==> src/rtl/video_rx_fifo_writer_if.sv <==
// Parallel video input plus frame FIFO write port of the video receive path.
// The source side (stream generator + FIFO) uses master; the writer uses slave.
interface video_rx_fifo_writer_if;
    logic        hsync;
    logic        vsync;
    logic        dataEnable;
    logic [23:0] RGBchannel;
    logic        fifo_full;
    logic        fifo_wr_en;
    logic [15:0] fifo_data_out;

    modport master (
        output hsync,
        output vsync,
        output dataEnable,
        output RGBchannel,
        output fifo_full,
        input  fifo_wr_en,
        input  fifo_data_out
    );

    modport slave (
        input  hsync,
        input  vsync,
        input  dataEnable,
        input  RGBchannel,
        input  fifo_full,
        output fifo_wr_en,
        output fifo_data_out
    );
endinterface

==> src/rtl/video_rx_fifo_writer.sv <==
// Captures a parallel RGB888 video stream, packs it to RGB565 into a frame FIFO and
// checks frame geometry, reporting overflow/geometry errors and frame lock.
module video_rx_fifo_writer #(
    parameter int unsigned H_ACTIVE        = 640,
    parameter int unsigned V_ACTIVE        = 480,
    parameter bit          SYNC_ACTIVE_LOW = 1'b1,
    parameter int unsigned LOCK_FRAMES     = 2
) (
    input  logic                   clock25,
    input  logic                   resetn,
    video_rx_fifo_writer_if.slave  bus,
    input  logic                   err_clr_i,
    output logic [9:0]             pixel_x_o,
    output logic [8:0]             pixel_y_o,
    output logic                   frame_done_o,
    output logic                   overflow_err_o,
    output logic                   geom_err_o,
    output logic                   frame_locked_o
);

    localparam int unsigned LineW = $clog2(V_ACTIVE + 1);
    localparam int unsigned GoodW = $clog2(LOCK_FRAMES + 1);

    typedef enum logic [1:0] {StIdle, StArmed, StCapture, StDrop} state_e;

    state_e             state_q, state_d;
    logic               hs1_q, vs1_q, de1_q, full1_q, vs2_q, de2_q;
    logic [23:0]        rgb1_q;
    logic [9:0]         pixel_x_q, pixel_x_d;
    logic [8:0]         pixel_y_q, pixel_y_d;
    logic [LineW-1:0]   lines_q, lines_d;
    logic [GoodW-1:0]   good_q, good_d;
    logic               bad_q, bad_d;
    logic               locked_q, locked_d;
    logic               wr_en_q, wr_en_d;
    logic [15:0]        data_q, data_d;
    logic               done_q, done_d;
    logic               ovf_q, ovf_d;
    logic               geom_q, geom_d;

    logic vs_edge, de_rise, de_fall;
    logic take_pixel, line_end, frame_end, geom_ev, ovf_ev;
    logic frame_good;

    assign vs_edge = vs1_q & ~vs2_q;
    assign de_rise = de1_q & ~de2_q;
    assign de_fall = ~de1_q & de2_q;

    always_comb begin
        state_d    = state_q;
        pixel_x_d  = pixel_x_q;
        pixel_y_d  = pixel_y_q;
        lines_d    = lines_q;
        good_d     = good_q;
        locked_d   = locked_q;
        wr_en_d    = 1'b0;
        data_d     = data_q;
        done_d     = 1'b0;
        take_pixel = 1'b0;
        line_end   = 1'b0;
        frame_end  = 1'b0;
        geom_ev    = 1'b0;
        ovf_ev     = 1'b0;
        frame_good = 1'b0;

        unique case (state_q)
            StIdle: begin
                if (vs_edge) state_d = StArmed;
            end
            StArmed: begin
                if (!vs_edge && de_rise) begin
                    take_pixel = 1'b1;
                    state_d    = StCapture;
                end
            end
            StCapture: begin
                line_end = de_fall;
                if (vs_edge) begin
                    // Boundary wins over a coincident pixel, which marks the stream malformed.
                    frame_end = 1'b1;
                    geom_ev   = de1_q;
                    state_d   = StArmed;
                end else begin
                    take_pixel = de1_q;
                end
            end
            StDrop: begin
                if (vs_edge) state_d = StArmed;
            end
            default: state_d = StIdle;
        endcase

        if (take_pixel) begin
            if (de_rise) pixel_x_d = '0;
            else if (pixel_x_q != '1) pixel_x_d = pixel_x_q + 10'd1;
            if (hs1_q) geom_ev = 1'b1;
            if (full1_q) begin
                ovf_ev   = 1'b1;
                good_d   = '0;
                locked_d = 1'b0;
                state_d  = StDrop;
            end else begin
                wr_en_d = 1'b1;
                data_d  = {rgb1_q[23:19], rgb1_q[15:10], rgb1_q[7:3]};
            end
        end

        if (line_end) begin
            if (({1'b0, pixel_x_q} + 11'd1) != 11'(H_ACTIVE)) geom_ev = 1'b1;
            pixel_x_d = '0;
            if (lines_q >= LineW'(V_ACTIVE)) geom_ev = 1'b1;
            else lines_d = lines_q + 1'b1;
            if (pixel_y_q != 9'(V_ACTIVE - 1)) pixel_y_d = pixel_y_q + 9'd1;
        end

        // lines_d already includes a line that ends in the boundary cycle.
        if (frame_end) begin
            if (lines_d != LineW'(V_ACTIVE)) geom_ev = 1'b1;
            frame_good = !geom_ev && !bad_q;
            if (frame_good) begin
                done_d = 1'b1;
                if (good_q != GoodW'(LOCK_FRAMES)) good_d = good_q + 1'b1;
                if (good_d == GoodW'(LOCK_FRAMES)) locked_d = 1'b1;
            end else begin
                good_d   = '0;
                locked_d = 1'b0;
            end
        end

        if (vs_edge) begin
            pixel_x_d = '0;
            pixel_y_d = '0;
            lines_d   = '0;
        end

        bad_d  = vs_edge ? 1'b0 : (bad_q | geom_ev | ovf_ev);
        geom_d = geom_ev | (geom_q & ~err_clr_i);
        ovf_d  = ovf_ev | (ovf_q & ~err_clr_i);
    end

    always_ff @(posedge clock25) begin
        if (!resetn) begin
            state_q   <= StIdle;
            hs1_q     <= 1'b0;
            vs1_q     <= 1'b0;
            de1_q     <= 1'b0;
            full1_q   <= 1'b0;
            rgb1_q    <= '0;
            vs2_q     <= 1'b0;
            de2_q     <= 1'b0;
            pixel_x_q <= '0;
            pixel_y_q <= '0;
            lines_q   <= '0;
            good_q    <= '0;
            bad_q     <= 1'b0;
            locked_q  <= 1'b0;
            wr_en_q   <= 1'b0;
            data_q    <= '0;
            done_q    <= 1'b0;
            ovf_q     <= 1'b0;
            geom_q    <= 1'b0;
        end else begin
            state_q   <= state_d;
            hs1_q     <= bus.hsync ^ SYNC_ACTIVE_LOW;
            vs1_q     <= bus.vsync ^ SYNC_ACTIVE_LOW;
            de1_q     <= bus.dataEnable;
            full1_q   <= bus.fifo_full;
            rgb1_q    <= bus.RGBchannel;
            vs2_q     <= vs1_q;
            de2_q     <= de1_q;
            pixel_x_q <= pixel_x_d;
            pixel_y_q <= pixel_y_d;
            lines_q   <= lines_d;
            good_q    <= good_d;
            bad_q     <= bad_d;
            locked_q  <= locked_d;
            wr_en_q   <= wr_en_d;
            data_q    <= data_d;
            done_q    <= done_d;
            ovf_q     <= ovf_d;
            geom_q    <= geom_d;
        end
    end

    assign bus.fifo_wr_en    = wr_en_q;
    assign bus.fifo_data_out = data_q;
    assign pixel_x_o         = pixel_x_q;
    assign pixel_y_o         = pixel_y_q;
    assign frame_done_o      = done_q;
    assign overflow_err_o    = ovf_q;
    assign geom_err_o        = geom_q;
    assign frame_locked_o    = locked_q;

endmodule

==> src/flat_wrapper.sv <==
// flat-port wrapper written by rule: the top's interface ports become plain ports
module video_rx_fifo_writer_flat 
#(
    parameter int unsigned H_ACTIVE        = 640,
    parameter int unsigned V_ACTIVE        = 480,
    parameter bit          SYNC_ACTIVE_LOW = 1'b1,
    parameter int unsigned LOCK_FRAMES     = 2
)
  (clock25, resetn, err_clr_i, pixel_x_o, pixel_y_o, frame_done_o, overflow_err_o, geom_err_o, frame_locked_o, bus_hsync, bus_vsync, bus_dataEnable, bus_RGBchannel, bus_fifo_full, bus_fifo_wr_en, bus_fifo_data_out);
  video_rx_fifo_writer_if bus_i ();
  input  logic clock25;
  input  logic resetn;
  input  logic err_clr_i;
  output logic [9:0] pixel_x_o;
  output logic [8:0] pixel_y_o;
  output logic frame_done_o;
  output logic overflow_err_o;
  output logic geom_err_o;
  output logic frame_locked_o;
  input wire logic [$bits(bus_i.hsync)-1:0] bus_hsync;
  input wire logic [$bits(bus_i.vsync)-1:0] bus_vsync;
  input wire logic [$bits(bus_i.dataEnable)-1:0] bus_dataEnable;
  input wire logic [$bits(bus_i.RGBchannel)-1:0] bus_RGBchannel;
  input wire logic [$bits(bus_i.fifo_full)-1:0] bus_fifo_full;
  output wire logic [$bits(bus_i.fifo_wr_en)-1:0] bus_fifo_wr_en;
  output wire logic [$bits(bus_i.fifo_data_out)-1:0] bus_fifo_data_out;
  assign bus_i.hsync = bus_hsync;
  assign bus_i.vsync = bus_vsync;
  assign bus_i.dataEnable = bus_dataEnable;
  assign bus_i.RGBchannel = bus_RGBchannel;
  assign bus_i.fifo_full = bus_fifo_full;
  assign bus_fifo_wr_en = bus_i.fifo_wr_en;
  assign bus_fifo_data_out = bus_i.fifo_data_out;
  video_rx_fifo_writer #(.H_ACTIVE(H_ACTIVE), .V_ACTIVE(V_ACTIVE), .SYNC_ACTIVE_LOW(SYNC_ACTIVE_LOW), .LOCK_FRAMES(LOCK_FRAMES)) u_core (.clock25(clock25), .resetn(resetn), .bus(bus_i), .err_clr_i(err_clr_i), .pixel_x_o(pixel_x_o), .pixel_y_o(pixel_y_o), .frame_done_o(frame_done_o), .overflow_err_o(overflow_err_o), .geom_err_o(geom_err_o), .frame_locked_o(frame_locked_o));
endmodule
==> config.mk <==
export PLATFORM = sky130hd
export DESIGN_NAME = video_rx_fifo_writer_flat
export DESIGN_NICKNAME = d
export VERILOG_FILES = /design/src/rtl/video_rx_fifo_writer_if.sv /design/src/rtl/video_rx_fifo_writer.sv /design/src/flat_wrapper.sv
export SDC_FILE = /design/constraint.sdc
export NUM_CORES = 1
export LEC_CHECK = 0
export ABC_AREA = 1
export CAP_MARGIN = 20
export CORE_MARGIN = 2
export CORE_UTILIZATION = 53
export CTS_BUF_LIST = sky130_fd_sc_hd__clkbuf_4
export DETAILED_ROUTE_END_ITERATION = 6
export HOLD_SLACK_MARGIN = 0.08
export PLACE_DENSITY_LB_ADDON = 0.1
export SYNTH_ARGS = -nofsm -noshare
export SYNTH_HDL_FRONTEND = slang
export SYNTH_SLANG_ARGS = --single-unit
==> constraint.sdc <==
create_clock -name clock25 -period 2.3 [get_ports clock25]
set_clock_uncertainty 0.05 [all_clocks]
set_input_delay 0.46 -clock clock25 [delete_from_list [all_inputs] [get_ports clock25]]
set_output_delay 0.46 -clock clock25 [all_outputs]
set_load 0.01 [all_outputs]
**Yosys cells after proc, flatten, opt, wreduce, memory -nomap -nowiden**

Cells that the tools add are included.

- Register bits after elaboration: 84
- Output and inout port bits: 40
- Logic and storage cells: 107

- Bitwise logic cells: 17
- Add/subtract/negate cells: 5
- Mux-type cells: 41
- Equality and inequality tests: 9
- Magnitude comparators: 1
- Reduce and logical (&&, ||, !) cells: 15

Operators with widths:

| operator | count |
|---|---|
| $mux W1 | 24 |
| $mux W2 | 11 |
| $mux W10 | 2 |
| $add A9 B1 Y9 const B | 2 |
| $mux W9 | 2 |
| $ne A9 B9 Y1 const B | 2 |
| $add A10 B1 Y11 const B | 1 |
| $ne A11 B10 Y1 const B | 1 |
| $add A10 B1 Y10 const B | 1 |
| $ne A10 B10 Y1 const B | 1 |
| $reduce_and A2 Y1 | 5 |
| $ge A9 B9 Y1 const B | 1 |
| $not A1 Y1 | 8 |
| $eq A2 B2 Y1 const B | 3 |
| $reduce_or A3 Y1 | 2 |
| $and A1 B1 Y1 | 5 |
| $or A1 B1 Y1 | 4 |
| $pmux W2 S2 | 1 |
| $logic_not A1 Y1 | 3 |
| $add A2 B1 Y2 const B | 1 |
| $eq A2 B1 Y1 const B | 1 |
| $logic_and A1 B1 Y1 | 2 |
| $logic_not A2 Y1 | 1 |
| $ne A2 B2 Y1 const B | 1 |
| 3 further kinds | 3 |

**Longest topological paths before layout**

Gate-level depths: netlist of run 1.

- Depth in word-level cells: 20
- Gate-level depth with buffers: 14

**Least setup slack after synthesis of run 1**

No wires, ideal clock.

- Kind: register to register
- Start: register u_core.state_q[0]
- End: register u_core.data_q[12], in the netlist u_core.bus.fifo_data_out[12]
- Clock period less this slack: 1.756 ns
- Required time: 2.122 ns
- Arrival time: 1.578 ns
- Setup slack: 0.544 ns
- Buffers on the path: 2
- Cell stages (with the launch flop): 10
- Setup time: 0.128 ns
- Path through: dfxtp_1 inv_1 ha_1 nor3_1 nand2_1 or2_1 clkbuf_1 buf_2 o21ai_0 a21oi_1

- Cells in the longest elaborated chain, start to end: 3

Ends and longest elaborated chain:

| what | RTL line | text |
|---|---|---|
| from (decl) | video_rx_fifo_writer.sv:26 | `state_e state_q, state_d;` |
| from (signal assigned) | video_rx_fifo_writer.sv:143 | `state_q <= StIdle;` |
| from (signal assigned) | video_rx_fifo_writer.sv:163 | `state_q <= state_d;` |
| $eq A2 B2 Y1 or $eq A2 B1 Y1 (tied branches) | video_rx_fifo_writer.sv:66 | `unique case (state_q)` |
| $pmux W1 S2 * | video_rx_fifo_writer.sv:66 |  |
| $reduce_and A2 Y1 (no source line) * | - |  |
| to (signal assigned) | video_rx_fifo_writer.sv:178 | `data_q <= data_d;` |
| to (decl) | video_rx_fifo_writer.sv:36 | `logic [15:0] data_q, data_d;` |

Mark *: on every way between the ends. The rest lies on a longest branch, timed or not.
A chain may end at the register's enable or synchronous reset.

**Worst setup path in the final report of run 1**

- Start: register u_core.pixel_x_q[1], in the netlist u_core.pixel_x_o[1]
- End: register u_core.locked_q, in the netlist u_core.frame_locked_o

- Cells in the longest elaborated chain, start to end: 11

Ends and longest elaborated chain:

| what | RTL line | text |
|---|---|---|
| from (decl) | video_rx_fifo_writer.sv:29 | `logic [9:0] pixel_x_q, pixel_x_d;` |
| from (signal assigned) | video_rx_fifo_writer.sv:171 | `pixel_x_q <= pixel_x_d;` |
| $add A10 B1 Y11 | video_rx_fifo_writer.sv:109 | `if (({1'b0, pixel_x_q} + 11'd1) != 11'(H_ACTIVE)) geom_ev = 1'b1;` |
| $ne A11 B10 Y1 | video_rx_fifo_writer.sv:109 |  |
| $mux W1 | video_rx_fifo_writer.sv:109 |  |
| $mux W1 | video_rx_fifo_writer.sv:111 | `if (lines_q >= LineW'(V_ACTIVE)) geom_ev = 1'b1;` |
| $mux W1 | video_rx_fifo_writer.sv:108 | `if (line_end) begin` |
| $mux W1 | video_rx_fifo_writer.sv:118 | `if (lines_d != LineW'(V_ACTIVE)) geom_ev = 1'b1;` |
| $mux W1 | video_rx_fifo_writer.sv:117 | `if (frame_end) begin` |
| $logic_not A1 Y1 | video_rx_fifo_writer.sv:119 | `frame_good = !geom_ev && !bad_q;` |
| $logic_and A1 B1 Y1 | video_rx_fifo_writer.sv:119 |  |
| $mux W1 | video_rx_fifo_writer.sv:120 | `if (frame_good) begin` |
| $mux W1 | video_rx_fifo_writer.sv:117 |  |
| to (signal assigned) | video_rx_fifo_writer.sv:176 | `locked_q <= locked_d;` |
| to (decl) | video_rx_fifo_writer.sv:34 | `logic locked_q, locked_d;` |

Every way passes these cells. The select of a mux whose other input is x is not followed.

==> results of run 1 <==
logic make-up after synthesis:
family	Yosys count	synth area share, %
AO/OA/AOI/OAI	85	14.13
buffers and inverters	93	10.68
XOR/XNOR	2	0.7498
AND/OR/NAND/NOR	181	25.86
flip-flops	76	45.58
adder cells (fa/ha/maj)	8	2.999
Yosys cell counts:
cell type,number
ha_1,8
nor3_2,1
inv_2,2
xor2_1,1
nand3_1,18
a211oi_1,8
nand3_2,6
buf_1,1
nand4_1,4
a31oi_1,4
inv_1,79
o31ai_1,1
nand3b_1,3
nor2_1,36
dfxtp_1,76
inv_4,1
clkbuf_1,5
or2_2,3
nor3_1,4
nand2_1,86
clkinv_1,1
nand2_4,1
a21oi_1,40
nand3_4,1
a21o_1,1
o21ai_0,19
nor3b_1,2
nor2_2,4
nor2_4,3
or2_1,1
o21bai_1,2
o21ai_1,7
nand2_2,8
buf_2,4
xor2_2,1
o21ai_2,3
sequential cells by signal (all words and copies together), names as in the netlist, 2 cells and up, named ones only:
signal and cells:
u_core.state_q 2, u_core.rgb1_q 16, u_core.bus.fifo_data_out 16, u_core.pixel_y_o 9
u_core.pixel_x_o 10, u_core.lines_q 9
metal layers:
layer  GRT usage, %  vias up
li1               -     1541
met2          34.16       60
met3          4.771       10
met4          8.495        0
met1          24.57     1295
met5              0        -
power groups by stage:
stage	Sequential (mW)	Clock [mW]	Combinational (mW)
2_1_floorplan	1.38	0	0.0627
3_3_place_gp	1.38	0	0.123
3_5_place_dp	1.38	0	0.126
4_1_cts	1.35	1.03	0.127
5_1_grt	1.36	1.08	0.143
6_report	1.35	1.01	0.126
metrics by stage:
| stage | TNS, ns | setup slack, ns | utilization [%] | cells | cell area [um2] |
|---|---|---|---|---|---|
| final | 0 | 0.1812 | 70.51 | 591 | 4224 |
| after global routing | -0.0003710 | -0.0003710 | 70.51 | 591 | 4224 |
| after CTS | 0 | 0.08226 | 70.36 | 591 | 4215 |
| after floorplan | 0 | 0.5436 | - | 445 | 3338 |
| after detailed placement | 0 | 0.1269 | 67.31 | 575 | 4033 |
| after global placement | 0 | 0.1780 | 67.31 | 575 | 4033 |
worst max path at each step:
stage | start | end | slack [ns] | cells past startpoint
after CTS | u_core.pixel_x_o[0] | u_core.pixel_x_o[9] | 0.08 | 9
after global routing | u_core.pixel_x_o[1] | u_core.good_q[1] | -0.0004 | 13
after global placement | u_core.pixel_x_o[1] | u_core.pixel_x_o[9] | 0.18 | 8
after detailed placement | u_core.pixel_x_o[0] | u_core.pixel_x_o[9] | 0.13 | 8
final | u_core.pixel_x_o[1] | u_core.frame_locked_o | 0.18 | 12
after floorplan | u_core.state_q[0] | u_core.bus.fifo_data_out[12] | 0.54 | 9
worst max-delay path, cell delays in order (launching register included):
cell      delay, ns
dfxtp_1        0.39
ha_1           0.26
nand3_1        0.13
clkinv_1       0.12
nand3b_1       0.19
nand3_1        0.12
nor2_1         0.14
nand3_1        0.12
nand2_2        0.10
nand3_2        0.08
nor2_2         0.13
nand2_2        0.08
a21oi_1        0.14
layout by cell type (no fill, tap or decap), types with 3 or more instances in the layout:
master            n
nand2_1          86
inv_1            79
dfxtp_1          75
clkdlybuf4s50_1  62
a21oi_1          40
nor2_1           36
o21ai_0          19
nand3_1          18
clkbuf_4          9
a211oi_1          8
nand2_2           8
ha_1              8
o21ai_1           7
nand3_2           6
nor3_1            4
nand4_1           4
nor2_2            4
a31oi_1           4
clkinv_1          3
nand3b_1          3
nor2_4            3
or2_2             3
bufinv_16         3
buf_4             3
timing repair:
item	in CTS	in global routing
setup endpoints to repair	0	3
buffers inserted	0	0
resized for setup	0	2
final cells by class:
type | count | area, um2
Multi-Input combinational cell | 276 | 1468
Clock inverter | 7 | 115.1
Sequential cell | 76 | 1523
Tap cell | 75 | 93.84
Clock buffer | 9 | 67.56
Inverter | 83 | 314.1
Fill cell | 505 | 1767
Timing Repair Buffer | 65 | 643.1
==> reports/results.txt, run 1 <==
Summed over its instances, the top area cell type makes up 45.58% of the synthesized netlist area. Of all nets on the critical path, the largest fanout is 6. The number of global-route vias before repair came out at 2766. In this run the critical register-to-register path is launched from u_core.pixel_x_o[1].

The run finished with clean final reports. The tools report the worst slack on hold paths as 0.3894 ns. Initial antenna violation count: 0. The number of clock buffers added by TritonCTS is 9.

The worst setup path is of the flip-flop to flip-flop kind. In the routed layout, each cell is associated on average with a via count of 4.917. The run gives 0.003338 mm2 as the synthesized cell area.

The remaining antenna violation count was 0. The tools report the number of nets in the layout as 550. After legalization and detailed placement, the total HPWL measured 4787 um. Dividing total power by cell area gives a power density of 589.5 mW/mm2. The tools report the area of the core as 0.005991 mm2. The number of vias after detailed routing was 2906.

The number of antenna diodes in the final layout is 0. Data arrives at the worst endpoint at 2.41 ns. TritonCTS built the clock tree. The design draws 2.490 mW.

Counting cells, the worst reg-to-reg path comes to 12. The number of setup violations in the final report came out at 0. Counting every sink on the clock net gives 76. Static timing analysis puts the maximum clock frequency at 472.0 MHz. Routed length per instance: 11.42 um.

The capture instance of the worst register-to-register path was u_core.frame_locked_o. The synthesized design spends more area on one cell type than any other, namely dfxtp_1. The die is 83.37 um tall.

Sequential cells burn 54.3% of the power. The run gives 0 as the number of endpoints with negative hold slack in the final report. Data on the critical path is required at its endpoint by 2.59 ns.

The instance count along the most critical hold path is 2, and the sum of routed wire length over all layers is 6751 um. Die outline width: 83.37 um. After technology mapping, the gate count stands at 445. The worst setup path is captured at a flip-flop. Dividing the final minimum period by the clock period gives 92.12%. In this run the tool buffered the top-level ports with 62 buffer cells. Headroom to the max-slew limit came out at 65.49%. The path with the worst hold slack has its endpoint at u_core.vs2_q. The first-pass iteration count of the detailed router is 4, and the count of yosys warnings during synthesis is 0.

For this configuration, the core starts out at a cell density of 55.72%. The sequential element share of the synthesized area was 45.58%; the overflow left after global routing was 0. The worst setup path is launched from a flip-flop. During I/O placement, the number of pins put on the boundary was 71.

The number of levels the H-tree was split into is 3. Cell internal power was estimated by the tool at 1.950 mW. Count of different cell masters after synthesis: 36. For the pin with the worst max-slew slack, the measured transition is 0.5170 ns.

For the worst-skew pair, the clock arrives at the later sink with an insertion delay of 0.41 ns. Routability-driven placement congestion ratio: 0.8103. Entering global routing, the biggest net connects 40 pins. For flop-to-flop paths, the worst setup slack is 0.18 ns.

The total met2 wirelength after detailed routing came out at 3139 um. In the final layout, the share of cells above drive strength 1 is 10.08%. Max-cap violations in this run came to 0.

Combinational logic burns 5.1% of the power. Highest signal layer in the routed design: met4. The detailed router put a total of 3167 um of wire on met1. The analysis attributes to cell leakage a power of 1.750 nW.

In this run the clock root is driven by a clkbuf_4. The tools report the count of final max-slew check failures as 0. After detailed routing, the number of remaining DRC violations is 0. Sorting the synthesized cells by area gives the leading types as dfxtp_1 46%, nand2_1 9.7%, inv_1 8.9%. Of the total power, the share spent switching nets is 21.71%. The clock-pin slew reported for the worst setup and hold paths after clock tree synthesis was 0.12 ns. The class of the worst hold path was flip-flop to flip-flop.

The die covers 0.006950 mm2. The average instance in the mapped netlist occupies 7.502 um2. The number of nets in the synthesized netlist is 484. In this run the most critical hold path is launched from u_core.vs1_q. Counting along the longest clock path gives a buffer depth of 2. The analysis attributes to net switching a power of 0.5406 mW.

Detailed routing placed a total of 341 um of wire on met3. Per report_power, the clock group accounts for 40.6% of the total. The global routing usage summed across all routing layers is 20.21%, and the detailed router's first-iteration violation count is 111. For this design, the CTS-stage hold fixing added 0 buffers. For the global-route wire length before repair, the log shows 11770 um.

The clock period minus final worst setup slack is 2.119 ns. The area added between synthesis and finish is 26.54%, and the flop and latch count out of synthesis is 76. The floorplan has 28 rows.

VDD sags by at most 0.4971 mV.
(Power assumes the default switching activity.)
==> inputs of run 2 (changes only) <==
CORE_UTILIZATION = 28   (was 53)
SLEW_MARGIN = 30   (was default)
==> reports/results.txt, run 2 (synthesis gave the netlist of run 1 again) <==
The slew at the pin with the worst max-slew slack is 0.5566 ns, and the number of placed instances, taps included is 646. The maximum clock path buffer count came out at 2. The run gives 28.99% as the initial core utilization. The number of levels the H-tree was split into was 3; the routed length per instance was 11.23 um. The logs give 2892 for the number of vias after detailed routing and 0.3922 ns for the worst slack on hold paths. The tools report the endpoint of the worst hold-timing path as u_core.vs2_q.

The number of setup violations in the final report was 0. 71 I/O pins were placed. Headroom to the max-slew limit came out at 62.85%. The number of antenna diodes in the final layout is 0.

Number of post-CTS setup repair buffers: 0. Counting instances, the worst hold path has a depth of 2. The run finished, with violations left. The min-delay analysis places its worst path in the category flip-flop to flip-flop. Setup repair after global routing left no endpoint under its margin. At the end of routability-driven placement, the weighted congestion stood at 0.8027. Once placement finished, the instance area stood at 0.004140 mm2. After clock tree synthesis, the clock-pin slew on the worst setup and hold paths is 0.13 ns. The tools report the endpoint required time on the critical path as 2.60 ns.

The post-detailed-route via-to-cell ratio works out to 4.382. The number of endpoints with negative hold slack in the final report was 0. TritonCTS built the clock tree.

The critical path in this run is classified as flip-flop to flip-flop. The initial antenna violation count is 0. The y dimension of the die works out to 113.2 um. The first-pass iteration count of the detailed router is 7.

The worst register-to-register path ends at u_core.good_q[1]. The count of maximum capacitance violations was 0; the overflow left after global routing was 0. From synthesis to final layout, the design area changed by 28.37%. Summed over all cells, the static leakage comes to 1.746 nW. Power per cell area: 555.4 mW/mm2. Across every metal layer, demand over resource in global routing totals 12.11%.

The nature of the critical path endpoint is a flip-flop. The top cell types in the final layout, fill and taps aside, are 86 x nand2_1, 79 x inv_1, 76 x dfxtp_1, 62 x clkdlybuf4s50_1, 40 x a21oi_1. The finished cells cover 0.004285 mm2. The count of final max-slew check failures is 0. The most frequent standard cell in the layout excluding fill and tap cells was nand2_1. The die outline width was 113.2 um; the accumulated negative setup slack was 0 ns. The count of buffers inserted at the top-level ports is 62.

The layout has 1224 filler cells. The number of standard-cell rows in the floorplan came out at 39. The tools report the die area as 0.01281 mm2.

The worst-case IR drop observed on VDD is 0.3079 mV. Of all nets on the critical path, the largest fanout is 6. Entering global routing, the biggest net connects 40 pins. STA classifies the critical path startpoint as a flip-flop. The region available for standard cell placement spans 0.01152 mm2.

Setup slack on the worst reg-to-reg path comes out at 0.26 ns. For this run, the top clock speed supported by timing is 489.5 MHz. The post-route netlist has 10.25% of its cells at a drive strength greater than 1.

The checks that failed: DRC. For this block, the routed nets add up to 7409 um of wire. The post-cts sizing count was 0. For the final routed DRC violation total, the log shows 1.

In this run the critical register-to-register path is launched from u_core.pixel_x_o[1]. The post-route non-filler standard cell count was 660. Number of buffers inserted during clock tree synthesis: 9.

The half-perimeter wire length of the detailed placement result was 5355 um; the clock period minus final worst setup slack was 2.043 ns. The tools report the startpoint of the most critical hold path as u_core.vs1_q. Root cell of the clock tree: clkbuf_4.

After the last flow step, the layout net total stands at 553. The number of global-route vias before repair was 2727; the remaining antenna violation count was 0. The tree built by TritonCTS fans out to 76 sinks.

Hold repair after CTS inserted 0 buffers. At the worst endpoint, the arrival time is 2.34 ns. The number of cells on the worst reg-to-reg path is 13.

The first global-routing pass estimated 12430 um of wire. Clock latency on the worst-skew pair, taken at its later pin, is 0.42 ns. The post-route fraction of the period consumed by the critical path is 88.81%. After the first detailed-routing iteration, the DRC count stood at 84.
-- run 2: changes by cell type in the layout (fill, tap and decap cells not counted) --
cell,previous run,this run
buf_4,3,6
bufinv_16,3,2
clkinv_1,3,2
clkinv_2,0,1
clkinv_4,2,0
dfxtp_1,75,76
dfxtp_2,1,0
inv_6,0,1
o21ai_2,2,3
o21ai_4,1,0
-- run 2: final cells by class --
| class | count | area, um2 | area share (%) |
|---|---|---|---|
| Clock buffer | 9 | 67.56 | 1.577 |
| Clock inverter | 5 | 77.57 | 1.810 |
| Inverter | 83 | 314.1 | 7.328 |
| Multi-Input combinational cell | 276 | 1460 | 34.07 |
| Sequential cell | 76 | 1521 | 35.50 |
| Tap cell | 143 | 178.9 | 4.175 |
| Timing Repair Buffer | 68 | 665.6 | 15.53 |
-- run 2: routing by layer --
layer / vias to the layer above / global-route usage (%) / routed length (um)
met5: - / 0 / 0
met4: 0 / 4.472 / 111
met3: 10 / 4.821 / 504
met2: 55 / 19.20 / 3314
met1: 1281 / 14.88 / 3480
li1: 1546 / - / -
-- run 2: through the flow --
| stage | utilization (%) | total power, mW | setup WS [ns] |
|---|---|---|---|
| after detailed placement | 35.95 | 1.515 | 0.3104 |
| after global routing | 37.21 | 2.495 | 0.06886 |
| after global placement | 35.95 | 1.513 | 0.3424 |
| final | 37.21 | 2.380 | 0.2573 |
| after floorplan | - | 1.444 | 0.5436 |
| after CTS | 37.21 | 2.435 | 0.2417 |
-- run 2: how the worst max path moves through the flow --
stage	start	to	slack (ns)	cells after the start
2_1_floorplan	u_core.state_q[0]	u_core.bus.fifo_data_out[12]	0.54	9
3_3_place_gp	u_core.pixel_x_o[1]	u_core.frame_locked_o	0.34	13
3_5_place_dp	u_core.pixel_x_o[1]	u_core.good_q[1]	0.31	13
4_1_cts	u_core.pixel_x_o[1]	u_core.good_q[1]	0.24	13
5_1_grt	u_core.pixel_x_o[1]	u_core.frame_locked_o	0.07	13
6_report	u_core.pixel_x_o[1]	u_core.good_q[1]	0.26	13
-- run 2: power by group --
part           internal, mW  switching [mW]
registers              1.34          0.0103
clock network         0.428           0.470
logic                0.0624          0.0676
-- run 2: critical path, stage by stage (launching register included) --
cell,delay [ns]
dfxtp_1,0.48
ha_1,0.28
nand3_1,0.13
clkinv_1,0.09
nand2_1,0.05
nand2_1,0.06
nand2_1,0.06
nor2_1,0.16
nand3_1,0.12
nand2_2,0.09
nand3_2,0.07
nor2_2,0.14
nand2_2,0.08
a21oi_1,0.12
==> patch, RTL diff (flow settings as in run 2) <==
Put one more register stage on the output `overflow_err_o`, without a reset. The value now appears one clock later. The other outputs are not delayed to match.
--- a/src/rtl/video_rx_fifo_writer.sv
+++ b/src/rtl/video_rx_fifo_writer.sv
@@ -188,5 +188,7 @@
     assign pixel_y_o         = pixel_y_q;
     assign frame_done_o      = done_q;
-    assign overflow_err_o    = ovf_q;
+    always_ff @(posedge clock25) begin
+        overflow_err_o <= ovf_q;
+    end
     assign geom_err_o        = geom_q;
     assign frame_locked_o    = locked_q;
Function: changed (Yosys sat finds a counterexample within 4 cycles, from zero or initial values and one cycle with resetn low).
==> patch against run 2 <==
- cell area rose by 0.32%
- sequential cell count rose by 1
- synthesized area rose by 0.60%
- worst setup slack improved by 47 ps
- power fell by 1.7%
- via count barely moved
- routed wire length fell by 1.3%
- first-iteration DRC count rose by 2.4%
- sequential share of layout area rose by 0.35 points
- critical path depth fell by 1
- critical endpoint unchanged
- largest power group unchanged
- highest routed layer unchanged
==> patch: results <==
group,metric,value,unit
route,routed-via-count,2891,
placed_design,detailed_place_hpwl,5.263,mm
pwr,power_frac_clock,35.9,%
clock_network,htree_levels,3,
synthesis,share_of_the_synthesized_area_in_compound_gates_ao_oa_aoi_oai,14.05,%
global_routing,grt_antenna_before_repair,0,
synthesis,postSynthCellCount,446,
final_layout,fin_nets,554,
status,status,"completed",
pwr,power.leakage,1.743,nW
route,average_routed_wire_per_standard_cell,11.04,um
synthesis,synthArstFlopShare,0,%
global_routing,vias_in_the_first_global_route,2546,
placed_design,gpl.final_weighted_congestion,0.7712,
synthesis,syn_nets,485,
pwr,irDropWorstVdd,0.0002587,V
sta,post-route-period-util,86.79,%
route,wl,7.311,mm
clock_network,cts_resized,0,
global_routing,grt_first_pass_wirelength,11.92,mm
synthesis,xor_and_xnor_fraction_of_the_mapped_netlist_area,0.7452,%
synthesis,post_synth_fa_ha_maj_area_fraction,2.981,%
pwr,netSwitchingFraction,24.89,%
critical_path,worst_path_largest_cell_delay,380,ps
min_path,timing.hold.worst.start,"u_core.ovf_q",
global_routing,grt_usage,11.66,%
final_layout,drive_above_1_share,10.60,%
critical_path,worst_r2r_path_depth,12,
critical_path,critical_path.reg2reg.startpoint,"u_core.pixel_x_o[0]",
final_layout,antenna-diode-count,0,
critical_path,arrival,2300,ps
sta,slew-limit-headroom,66.00,%
synthesis,sequential_to_total_area_share_from_yosys_stat,45.90,%
critical_path,rrSetupSlack,300,ps
route,drtPass1Iterations,4,
clock_network,post-cts-setup-buffer-count,0,
route,drt_iter0_drc,86,
placed_design,post-place-ws,306.1,ps
synthesis,synth.top_cells.by_count,"nand2_1 (86), inv_1 (79), dfxtp_1 (77)",
synthesis,area_contributors_post_synth,"dfxtp_1 (46%), nand2_1 (9.6%), inv_1 (8.8%)",
synthesis,ys.warnings.count,0,
placed_design,port_buffers,62,
min_path,hold_end,"u_core.overflow_err_o",
min_path,hold_path_depth,0,
placed_design,placed_cells_incl_taps,647,
## patch: through the flow
step	total power, mW	hold slack, ps	util (%)	instance area, um2
floorplan	1.462	281.1	-	3358
global placement	1.531	290.5	35.97	4160
detailed placement	1.531	290.0	35.97	4160
CTS	2.390	311.6	37.17	4299
global route	2.452	314.6	37.17	4299
finish	2.339	310.9	37.17	4299
## patch: area by class of cell
class | instances | area, um2
timing repair buffer | 68 | 665.6
fill | 1200 | 7266
inverter | 83 | 314.1
sequential | 77 | 1541
clock inverter | 6 | 71.32
clock buffer | 9 | 67.56
tap | 143 | 178.9
multi-input combinational | 276 | 1460
## patch: cell families after synthesis
family / Yosys count
flops: 77
compound gates: 85
buf+inv: 93
xor+xnor: 2
simple gates: 181
fa+ha+maj: 8
## patch: metal layers
layer,global-route usage [%],up-vias,part of all wire [%]
met2,18.48,48,46
met5,0,-,0
met3,4.729,6,5.5
met1,14.55,1289,47
met4,3.659,0,1.0
li1,-,1548,-
